## src/rtl/binary_window_conv_if.sv

```systemverilog
`default_nettype none
// ============================================================================
//  Module   : binary_window_conv_if
//  Brief    : Frame-control, window-input and output-RAM signals of the
//             binary convolution stage, grouped into one bundle.
//  Revision : 1.0 - initial release
// ============================================================================
interface binary_window_conv_if #(
   parameter int KK             = 9,
   parameter int PC_W           = 4,
   parameter int OUT_ADDR_WIDTH = 10
);
   logic                      start;
   logic [KK-1:0]             weights;
   logic [PC_W-1:0]           threshold;
   logic [KK-1:0]             win_in;
   logic                      win_valid;
   logic                      slide;
   logic [OUT_ADDR_WIDTH-1:0] out_addr;
   logic                      out_data;
   logic                      out_wen;
   logic                      busy;
   logic                      done;

   // Upstream / controlling side: drives frame control and windows.
   modport master (
      output start, weights, threshold, win_in, win_valid,
      input  slide, out_addr, out_data, out_wen, busy, done
   );

   // Convolution stage side.
   modport slave (
      input  start, weights, threshold, win_in, win_valid,
      output slide, out_addr, out_data, out_wen, busy, done
   );
endinterface
`default_nettype wire

```

## src/rtl/binary_window_conv.sv

```systemverilog
`default_nettype none
// ============================================================================
//  Module   : binary_window_conv
//  Brief    : Binary (XNOR / popcount / threshold) convolution stage. Accepts
//             one window per rising edge of win_valid, writes one feature bit
//             per window to sequential output RAM addresses, and requests the
//             next window with a one-cycle slide pulse.
//  Revision : 1.0 - initial release
// ============================================================================
module binary_window_conv #(
   parameter int IMAGE_ROW_LEN  = 32,
   parameter int IMAGE_COL_LEN  = 32,
   parameter int KERNEL_SIZE    = 3,
   parameter int STRIDE         = 1,
   parameter int OUT_ADDR_WIDTH = 10,
   parameter int PC_W           = $clog2(KERNEL_SIZE*KERNEL_SIZE+1)
) (
   input  logic                 clk,
   input  logic                 rst,
   binary_window_conv_if.slave  bus
);

   localparam int KK       = KERNEL_SIZE*KERNEL_SIZE;
   localparam int OUT_ROWS = (IMAGE_ROW_LEN-KERNEL_SIZE)/STRIDE+1;
   localparam int OUT_COLS = (IMAGE_COL_LEN-KERNEL_SIZE)/STRIDE+1;
   localparam int N        = OUT_ROWS*OUT_COLS;
   localparam int CNT_W    = $clog2(N+1);
   localparam logic [CNT_W-1:0] C_N = CNT_W'(N);

   typedef enum logic [1:0] {
      S_IDLE     = 2'd0,
      S_WAIT_WIN = 2'd1,
      S_REQ      = 2'd2,
      S_FLUSH    = 2'd3
   } state_t;

   state_t                    state_q;
   logic [KK-1:0]             weights_q;
   logic [PC_W-1:0]           threshold_q;
   logic [CNT_W-1:0]          cnt_q;
   logic                      busy_q;
   logic                      done_q;
   logic                      slide_q;

   logic                      win_valid_q;
   logic                      s1_valid_q;
   logic [KK-1:0]             s1_xnor_q;
   logic                      s2_valid_q;
   logic [PC_W-1:0]           s2_pc_q;
   logic                      out_wen_q;
   logic                      out_data_q;
   logic [OUT_ADDR_WIDTH-1:0] out_addr_q;

   logic                      accept_d;
   logic                      start_ok_d;
   logic [KK-1:0]             xnor_d;
   logic [PC_W-1:0]           pc_d;
   logic                      fire_d;
   logic [CNT_W-1:0]          cnt_inc_d;

   // Window edge detection, start qualification and per-stage datapath math
   always_comb begin
      accept_d   = bus.win_valid & ~win_valid_q & (state_q == S_WAIT_WIN);
      start_ok_d = bus.start & (state_q == S_IDLE);
      xnor_d     = ~(bus.win_in ^ weights_q);
      cnt_inc_d  = cnt_q + 1'b1;
      fire_d     = (s2_pc_q >= threshold_q);
      pc_d       = '0;
      for (int i = 0; i < KK; i++) begin
         pc_d = pc_d + PC_W'(s1_xnor_q[i]);
      end
   end

   // Frame controller: kernel latch, window counting, slide requests, drain
   always_ff @(posedge clk or posedge rst) begin
      if (rst) begin
         state_q     <= S_IDLE;
         weights_q   <= '0;
         threshold_q <= '0;
         cnt_q       <= '0;
         busy_q      <= 1'b0;
         done_q      <= 1'b0;
         slide_q     <= 1'b0;
      end else begin
         slide_q <= 1'b0;
         done_q  <= 1'b0;
         case (state_q)
            S_IDLE: begin
               if (start_ok_d) begin
                  weights_q   <= bus.weights;
                  threshold_q <= bus.threshold;
                  cnt_q       <= '0;
                  busy_q      <= 1'b1;
                  state_q     <= S_WAIT_WIN;
               end
            end
            S_WAIT_WIN: begin
               if (accept_d) begin
                  cnt_q <= cnt_inc_d;
                  if (cnt_inc_d == C_N) begin
                     state_q <= S_FLUSH;
                  end else begin
                     slide_q <= 1'b1;
                     state_q <= S_REQ;
                  end
               end
            end
            S_REQ: begin
               state_q <= S_WAIT_WIN;
            end
            S_FLUSH: begin
               // The last result sits in the output stage when S1/S2 are
               // empty, so done lands the cycle right after the final write.
               if (!s1_valid_q && !s2_valid_q) begin
                  done_q  <= 1'b1;
                  busy_q  <= 1'b0;
                  state_q <= S_IDLE;
               end
            end
            default: begin
               state_q <= S_IDLE;
            end
         endcase
      end
   end

   // XNOR -> popcount -> threshold pipeline and output address tracking
   always_ff @(posedge clk or posedge rst) begin
      if (rst) begin
         win_valid_q <= 1'b0;
         s1_valid_q  <= 1'b0;
         s1_xnor_q   <= '0;
         s2_valid_q  <= 1'b0;
         s2_pc_q     <= '0;
         out_wen_q   <= 1'b0;
         out_data_q  <= 1'b0;
         out_addr_q  <= '0;
      end else begin
         win_valid_q <= bus.win_valid;
         s1_valid_q  <= accept_d;
         if (accept_d) begin
            s1_xnor_q <= xnor_d;
         end
         s2_valid_q <= s1_valid_q;
         if (s1_valid_q) begin
            s2_pc_q <= pc_d;
         end
         out_wen_q <= s2_valid_q;
         if (s2_valid_q) begin
            out_data_q <= fire_d;
         end
         if (start_ok_d) begin
            out_addr_q <= '0;
         end else if (out_wen_q) begin
            out_addr_q <= out_addr_q + 1'b1;
         end
      end
   end

   assign bus.slide    = slide_q;
   assign bus.out_addr = out_addr_q;
   assign bus.out_data = out_data_q;
   assign bus.out_wen  = out_wen_q;
   assign bus.busy     = busy_q;
   assign bus.done     = done_q;

endmodule
`default_nettype wire

```

## src/flat_wrapper.sv

```systemverilog
// flat-port wrapper written by rule: the top's interface ports become plain ports
module binary_window_conv_flat 
#(
   parameter int IMAGE_ROW_LEN  = 32,
   parameter int IMAGE_COL_LEN  = 32,
   parameter int KERNEL_SIZE    = 3,
   parameter int STRIDE         = 1,
   parameter int OUT_ADDR_WIDTH = 10,
   parameter int PC_W           = $clog2(KERNEL_SIZE*KERNEL_SIZE+1)
)
  (clk, rst, bus_start, bus_weights, bus_threshold, bus_win_in, bus_win_valid, bus_slide, bus_out_addr, bus_out_data, bus_out_wen, bus_busy, bus_done);
  binary_window_conv_if #(.KK((9)), .PC_W(PC_W), .OUT_ADDR_WIDTH(OUT_ADDR_WIDTH)) bus_i ();
  input  logic clk;
  input  logic rst;
  input wire logic [$bits(bus_i.start)-1:0] bus_start;
  input wire logic [$bits(bus_i.weights)-1:0] bus_weights;
  input wire logic [$bits(bus_i.threshold)-1:0] bus_threshold;
  input wire logic [$bits(bus_i.win_in)-1:0] bus_win_in;
  input wire logic [$bits(bus_i.win_valid)-1:0] bus_win_valid;
  output wire logic [$bits(bus_i.slide)-1:0] bus_slide;
  output wire logic [$bits(bus_i.out_addr)-1:0] bus_out_addr;
  output wire logic [$bits(bus_i.out_data)-1:0] bus_out_data;
  output wire logic [$bits(bus_i.out_wen)-1:0] bus_out_wen;
  output wire logic [$bits(bus_i.busy)-1:0] bus_busy;
  output wire logic [$bits(bus_i.done)-1:0] bus_done;
  assign bus_i.start = bus_start;
  assign bus_i.weights = bus_weights;
  assign bus_i.threshold = bus_threshold;
  assign bus_i.win_in = bus_win_in;
  assign bus_i.win_valid = bus_win_valid;
  assign bus_slide = bus_i.slide;
  assign bus_out_addr = bus_i.out_addr;
  assign bus_out_data = bus_i.out_data;
  assign bus_out_wen = bus_i.out_wen;
  assign bus_busy = bus_i.busy;
  assign bus_done = bus_i.done;
  binary_window_conv #(.IMAGE_ROW_LEN(IMAGE_ROW_LEN), .IMAGE_COL_LEN(IMAGE_COL_LEN), .KERNEL_SIZE(KERNEL_SIZE), .STRIDE(STRIDE), .OUT_ADDR_WIDTH(OUT_ADDR_WIDTH), .PC_W(PC_W)) u_core (.clk(clk), .rst(rst), .bus(bus_i));
endmodule
```

## config.mk

```make
export PLATFORM = sky130hd
export DESIGN_NAME = binary_window_conv_flat
export DESIGN_NICKNAME = d
export VERILOG_FILES = /design/src/rtl/binary_window_conv_if.sv /design/src/rtl/binary_window_conv.sv /design/src/flat_wrapper.sv
export SDC_FILE = /design/constraint.sdc
export NUM_CORES = 1
export LEC_CHECK = 0
export CAP_MARGIN = 0
export CORE_MARGIN = 4
export CORE_UTILIZATION = 54
export DETAILED_ROUTE_END_ITERATION = 10
export HOLD_SLACK_MARGIN = 0.15
export PLACE_DENSITY = 0.8
export RECOVER_POWER = 25
export SYNTH_ARGS = -nofsm -noshare
export SYNTH_HDL_FRONTEND = slang
export SYNTH_SLANG_ARGS = --single-unit
export TNS_END_PERCENT = 20
```

## constraint.sdc

```tcl
create_clock -name clk -period 3.7 [get_ports clk]
set_input_delay 0.74 -clock clk [delete_from_list [all_inputs] [get_ports clk]]
set_output_delay 0.74 -clock clk [all_outputs]
set_load 0.02 [all_outputs]
```

== After elaboration in Yosys (flattened, before gate mapping) ==
Index checks and enable logic that the tools add are counted.
Widths: inputs -> output; s select.

* Bits in latches: 0
* RAM bits: 0
* Memories: 0
* Register bits: 56
* ROM bits: 0
* Output and inout port bits: 15

* Muxes and demuxes: 18
* Bitwise operators: 6
* Divide/modulo/power cells: 0
* $lt $le $gt $ge: 1
* Shifts and indexed selects: 0
* Reduce and logical (&&, ||, !) cells: 11
* Equality and inequality tests: 7
* $add $sub $neg: 10
* Multipliers: 0

{| class="wikitable"
|+ Operators by type and width
! kind !! count
|-
| $mux 10 || 4
|-
| $add 4x1->4 || 7
|-
| $add 10x1->10 const B || 2
|-
| $pmux 10 s2 || 1
|-
| $eq 10x10->1 const B || 1
|-
| $not 9->9 || 1
|-
| $reduce_and 3->1 || 3
|-
| $xor 9x9->9 || 1
|-
| $mux 1 || 8
|-
| $pmux 2 s4 || 1
|-
| $mux 2 || 3
|-
| $ne 2x1->1 const B || 3
|-
| $reduce_bool 2->1 || 3
|-
| $eq 2x2->1 const B || 2
|-
| $ge 4x4->1 || 1
|-
| $and 1x1->1 || 3
|-
| $add 1x1->2 || 1
|-
| $eq 2x1->1 const B || 1
|-
| $logic_not 1->1 || 2
|-
| $logic_not 2->1 || 1
|-
| $pmux 1 s2 || 1
|-
| $reduce_and 2->1 || 1
|-
| $logic_and 1x1->1 || 1
|-
| $not 1->1 || 1
|}

== Longest topological paths before layout ==
Gate-level depths: netlist of run 1.

* Word-level depth: 8
* Gate-level depth with buffers: 11
* Depth with buffers taken out: 11

== Least setup slack after synthesis of run 1 ==
OpenSTA, ideal clock, no wires.

* Path kind: reg2reg
* From: register u_core.s1_xnor_q[0]
* To: register u_core.s2_pc_q[2]
* Slack: 582 ps
* Period minus slack after synthesis: 3118 ps
* Path buffers: 0
* Required time: 3575 ps
* Library setup time: 125 ps
* Arrival: 2993 ps
* Cell stages (with the launch flop): 12
* Path through: dfrtp_1 -> ha_1 -> inv_1 -> fa_1 -> fa_1 -> fa_1 -> inv_1 -> ha_1 -> inv_1 -> fa_1 -> xnor2_1 -> mux2_2

* Word-level cells in the longest chain between the ends: 8

{| class="wikitable"
|+ RTL lines
! item !! RTL line !! RTL
|-
| from (decl) || binary_window_conv.sv:47 || <nowiki>logic [KK-1:0] s1_xnor_q;</nowiki>
|-
| from (signal assigned) || binary_window_conv.sv:142 || <nowiki>s1_xnor_q <= xnor_d;</nowiki>
|-
| $add 1x1->2 || binary_window_conv.sv:70 || <nowiki>pc_d = pc_d + PC_W'(s1_xnor_q[i]);</nowiki>
|-
| $add 4x1->4 (7 in series) || binary_window_conv.sv:70 ||
|-
| to (signal assigned) || binary_window_conv.sv:146 || <nowiki>s2_pc_q <= pc_d;</nowiki>
|-
| to (decl) || binary_window_conv.sv:49 || <nowiki>logic [PC_W-1:0] s2_pc_q;</nowiki>
|}

Every way passes these cells.
A chain may end at the register's enable or synchronous reset.

== Worst setup path in the final report of run 1 ==
Ends and elaborated chain as after synthesis.

==> results of run 1 <==
placed cells by master, fill, tap and decap left out, drive strengths merged, types with 6 or more instances in the layout:
| cell | netlist | layout |
|---|---|---|
| mux2 | 11 | 11 |
| a21oi | 10 | 10 |
| nand4 | 6 | 6 |
| nand2 | 27 | 27 |
| nor2 | 15 | 15 |
| nand3 | 6 | 6 |
| clkdlybuf4s50 | 0 | 37 |
| xor2 | 8 | 8 |
| o21ai | 28 | 28 |
| xnor2 | 11 | 11 |
| dfrtp | 56 | 56 |
| clkbuf | 2 | 7 |
| inv | 21 | 21 |
| ha | 12 | 12 |
cells by family after synthesis:
| kind of cell | count (synthesis) | share of synthesized area, % |
|---|---|---|
| buffers and inverters | 31 | 5.27 |
| muxes | 14 | 5.59 |
| AOI/OAI and AO/OA | 46 | 8.99 |
| and+or+nand+nor | 74 | 14.2 |
| xor gates and xnor gates | 19 | 6.04 |
| adders and majority gates | 17 | 9.08 |
| DFF | 56 | 50.9 |
registers in the layout, summed over array words and instances, names as in the netlist:
register / count
u_core.win_valid_q: 1
u_core.bus.out_wen: 1
u_core.state_q: 2
u_core.s2_valid_q: 1
u_core.threshold_q: 4
u_core.bus.out_addr: 10
u_core.bus.busy: 1
u_core.s1_xnor_q: 9
u_core.cnt_q: 10
u_core.bus.done: 1
u_core.bus.out_data: 1
u_core.weights_q: 9
u_core.s1_valid_q: 1
u_core.bus.slide: 1
u_core.s2_pc_q: 4
routing by layer:
| metal | track usage, % | part of all wire [%] | vias up |
|---|---|---|---|
| met2 | 28.3 | 50 | 38 |
| li1 | - | - | 943 |
| met1 | 21.2 | 44 | 924 |
| met3 | 3.16 | 4.6 | 4 |
| met5 | 0 | 0 | - |
| met4 | 6.70 | 1.3 | 0 |
per-stage QoR:
stage / hold slack, ns / cells / util [%] / total power [mW]
finish: 0.457 / 367 / 68.5 / 2.47
floorplan: 0.352 / 257 / - / 1.84
CTS: 0.464 / 367 / 68.5 / 2.51
global route: 0.481 / 367 / 68.5 / 2.70
global placement: 0.416 / 359 / 66.6 / 2.08
detailed placement: 0.434 / 359 / 66.6 / 2.16
worst min-delay path by stage:
stage | slack [ns] | depth (start not counted) | startpoint | endpoint
6_report | 0.46 | 0 | u_core.s2_valid_q | u_core.bus.out_wen
5_1_grt | 0.48 | 0 | u_core.s2_valid_q | u_core.bus.out_wen
4_1_cts | 0.46 | 0 | u_core.s2_valid_q | u_core.bus.out_wen
3_5_place_dp | 0.43 | 0 | u_core.s2_valid_q | u_core.bus.out_wen
3_3_place_gp | 0.42 | 0 | u_core.s2_valid_q | u_core.bus.out_wen
2_1_floorplan | 0.35 | 0 | u_core.s1_valid_q | u_core.s2_valid_q
power by group through the flow:
stage | Clock [mW] | Combinational (mW) | Sequential, mW
final | 0.346 | 1.14 | 0.983
after floorplan | 0 | 0.860 | 0.982
after global routing | 0.381 | 1.31 | 1.01
after global placement | 0 | 1.09 | 0.986
after detailed placement | 0 | 1.16 | 0.995
after CTS | 0.356 | 1.17 | 0.983
cell type report:
cell class | instances | area, um2
fill | 386 | 1520
sequential | 56 | 1400
multi-input combinational | 170 | 1210
timing repair buffer | 44 | 430
clock buffer | 7 | 86.3
tap | 67 | 83.8
inverter | 22 | 82.6
clock inverter | 1 | 7.51
worst max-delay path, stage by stage, from the launching register on:
cell and delay [ns]:
dfrtp_1 0.40, ha_1 0.29, inv_1 0.07, fa_1 0.42, fa_1 0.50, fa_1 0.41, inv_1 0.07, ha_1 0.15
inv_1 0.05, fa_1 0.37, xnor2_1 0.13, mux2_2 0.26
==> out/results.ini, run 1 <==
[global_routing]
antenna_found_initial = 0
grt_pass1_wl_um = 8230
overflow = 0
grt_max_degree = 30
grt_usage_pct = 16.8
grt_pass1_vias = 1849

[synth]
yosysWarnings = 0
postSynthCellCount = 257
ys_seq_area_share_pct = 50.9
synth_seq_cells = 56
synthTopCellsByCount = dfrtp_1 (56), o21ai_0 (28), nand2_1 (27)
yosysMostFrequentCell = dfrtp_1
synth_area_leaders = dfrtp_1 (51%), ha_1 (5.4%), o21ai_0 (5.1%), nand2_1 (3.7%), fa_1 (3.6%)
synth-edff-count = 0
synth_nets = 300
synth_top_area_share_pct = 50.9
async_reset_ff_share_pct = 100
ys_types = 39
netlist_area_mm2 = 0.00276
yosysTopAreaCell = dfrtp_1
yosys_most_used_dff = dfrtp_1
avgSynthCellArea_um2 = 10.7

[critical_path]
endpoint = u_core.s2_pc_q[2]
worstPathRequired_ns = 3.90
r2r_start = u_core.s1_xnor_q[0]
critPathArrivalTime_ns = 3.43
r2r-end = u_core.s2_pc_q[2]
path_max_fanout = 2
critical_path_class = flop to flop
critPathLaunch = u_core.s1_xnor_q[0]
reg2reg_slack_ns = 0.47
reg2reg_depth = 11
cp-start-kind = flop
worst_setup_path_end_kind = flop

[clocking]
cts_tree = yes
numCtsBuffers = 5
postCtsSetupBuffers = 0
postCtsHoldBufs = 0
clock_path_buffers = 2
path_clk_slew_ns = 0.10
root_buffer = clkbuf_8
post_cts_resized = 0
clock_latency_ns = 0.31
htree_num_levels = 2
cts_sinks = 56

[power_and_ir_drop]
leakagePower_nw = 1.48
powerDensity_mw_per_mm2 = 749
p_sw_mw = 0.938
pwr-share-comb_pct = 46.2
p_int_mw = 1.53
swShare_pct = 38.0
p_seq_share_pct = 39.8
ir_drop_mv = 0.498
p_clk_share_pct = 14.0

[drt]
drt_iter0_markers = 142
postRouteAntennaNets = 0
drt-total-wl_um = 4760
drtPass1Iterations = 4
vias = 1909
drt-vias-per-instance = 5.20
drcViolationCount = 0
wl_per_cell_um = 13.0

[sta]
rsz0062_at_grt = no
setup_viol = 0
post-route-min-period_ns = 3.23
tns_ns = 0
setup_ws_ns = 0.469
slew_violations = 0
hold_viol = 0
worst_clock_skew_ns = 0.00460
clock.fmax_ghz = 0.309
worstMarginPinSlew_ns = 1.05
slew_headroom_pct = 29.7
fin_crit_sh_pct = 87.3

[status]
outcome = finished, final reports clean

[job]
max-cap-violations = 0

[die]
die_w_um = 79.4
design.core.area_mm2 = 0.00482
die_area_mm2 = 0.00631
ios = 41
initial_utilization_pct = 57.2
rows = 25
die_h_um = 79.4

[placed_design]
hpwl_um = 3470
gp_congestion = 0.794
place_area_mm2 = 0.00321
port_buffers = 40
pre_cts_ws_ns = 0.464

[min_path]
min_path_type = flop to flop

[finish]
fin_area_mm2 = 0.00330
drive_gt1_share_pct = 7.33
syn_to_final_growth_pct = 19.8
final_nets = 342
insertedDiodeCount = 0

No activity file was read; power rests on OpenSTA's default activity.
==> inputs of run 2 (changes only) <==
GPL_ROUTABILITY_DRIVEN = 0   (was unset)
SKIP_CTS_REPAIR_TIMING = 1   (was unset)
==> results of run 2 <==
Final layout, timing and power as in run 1 (identical DEF).
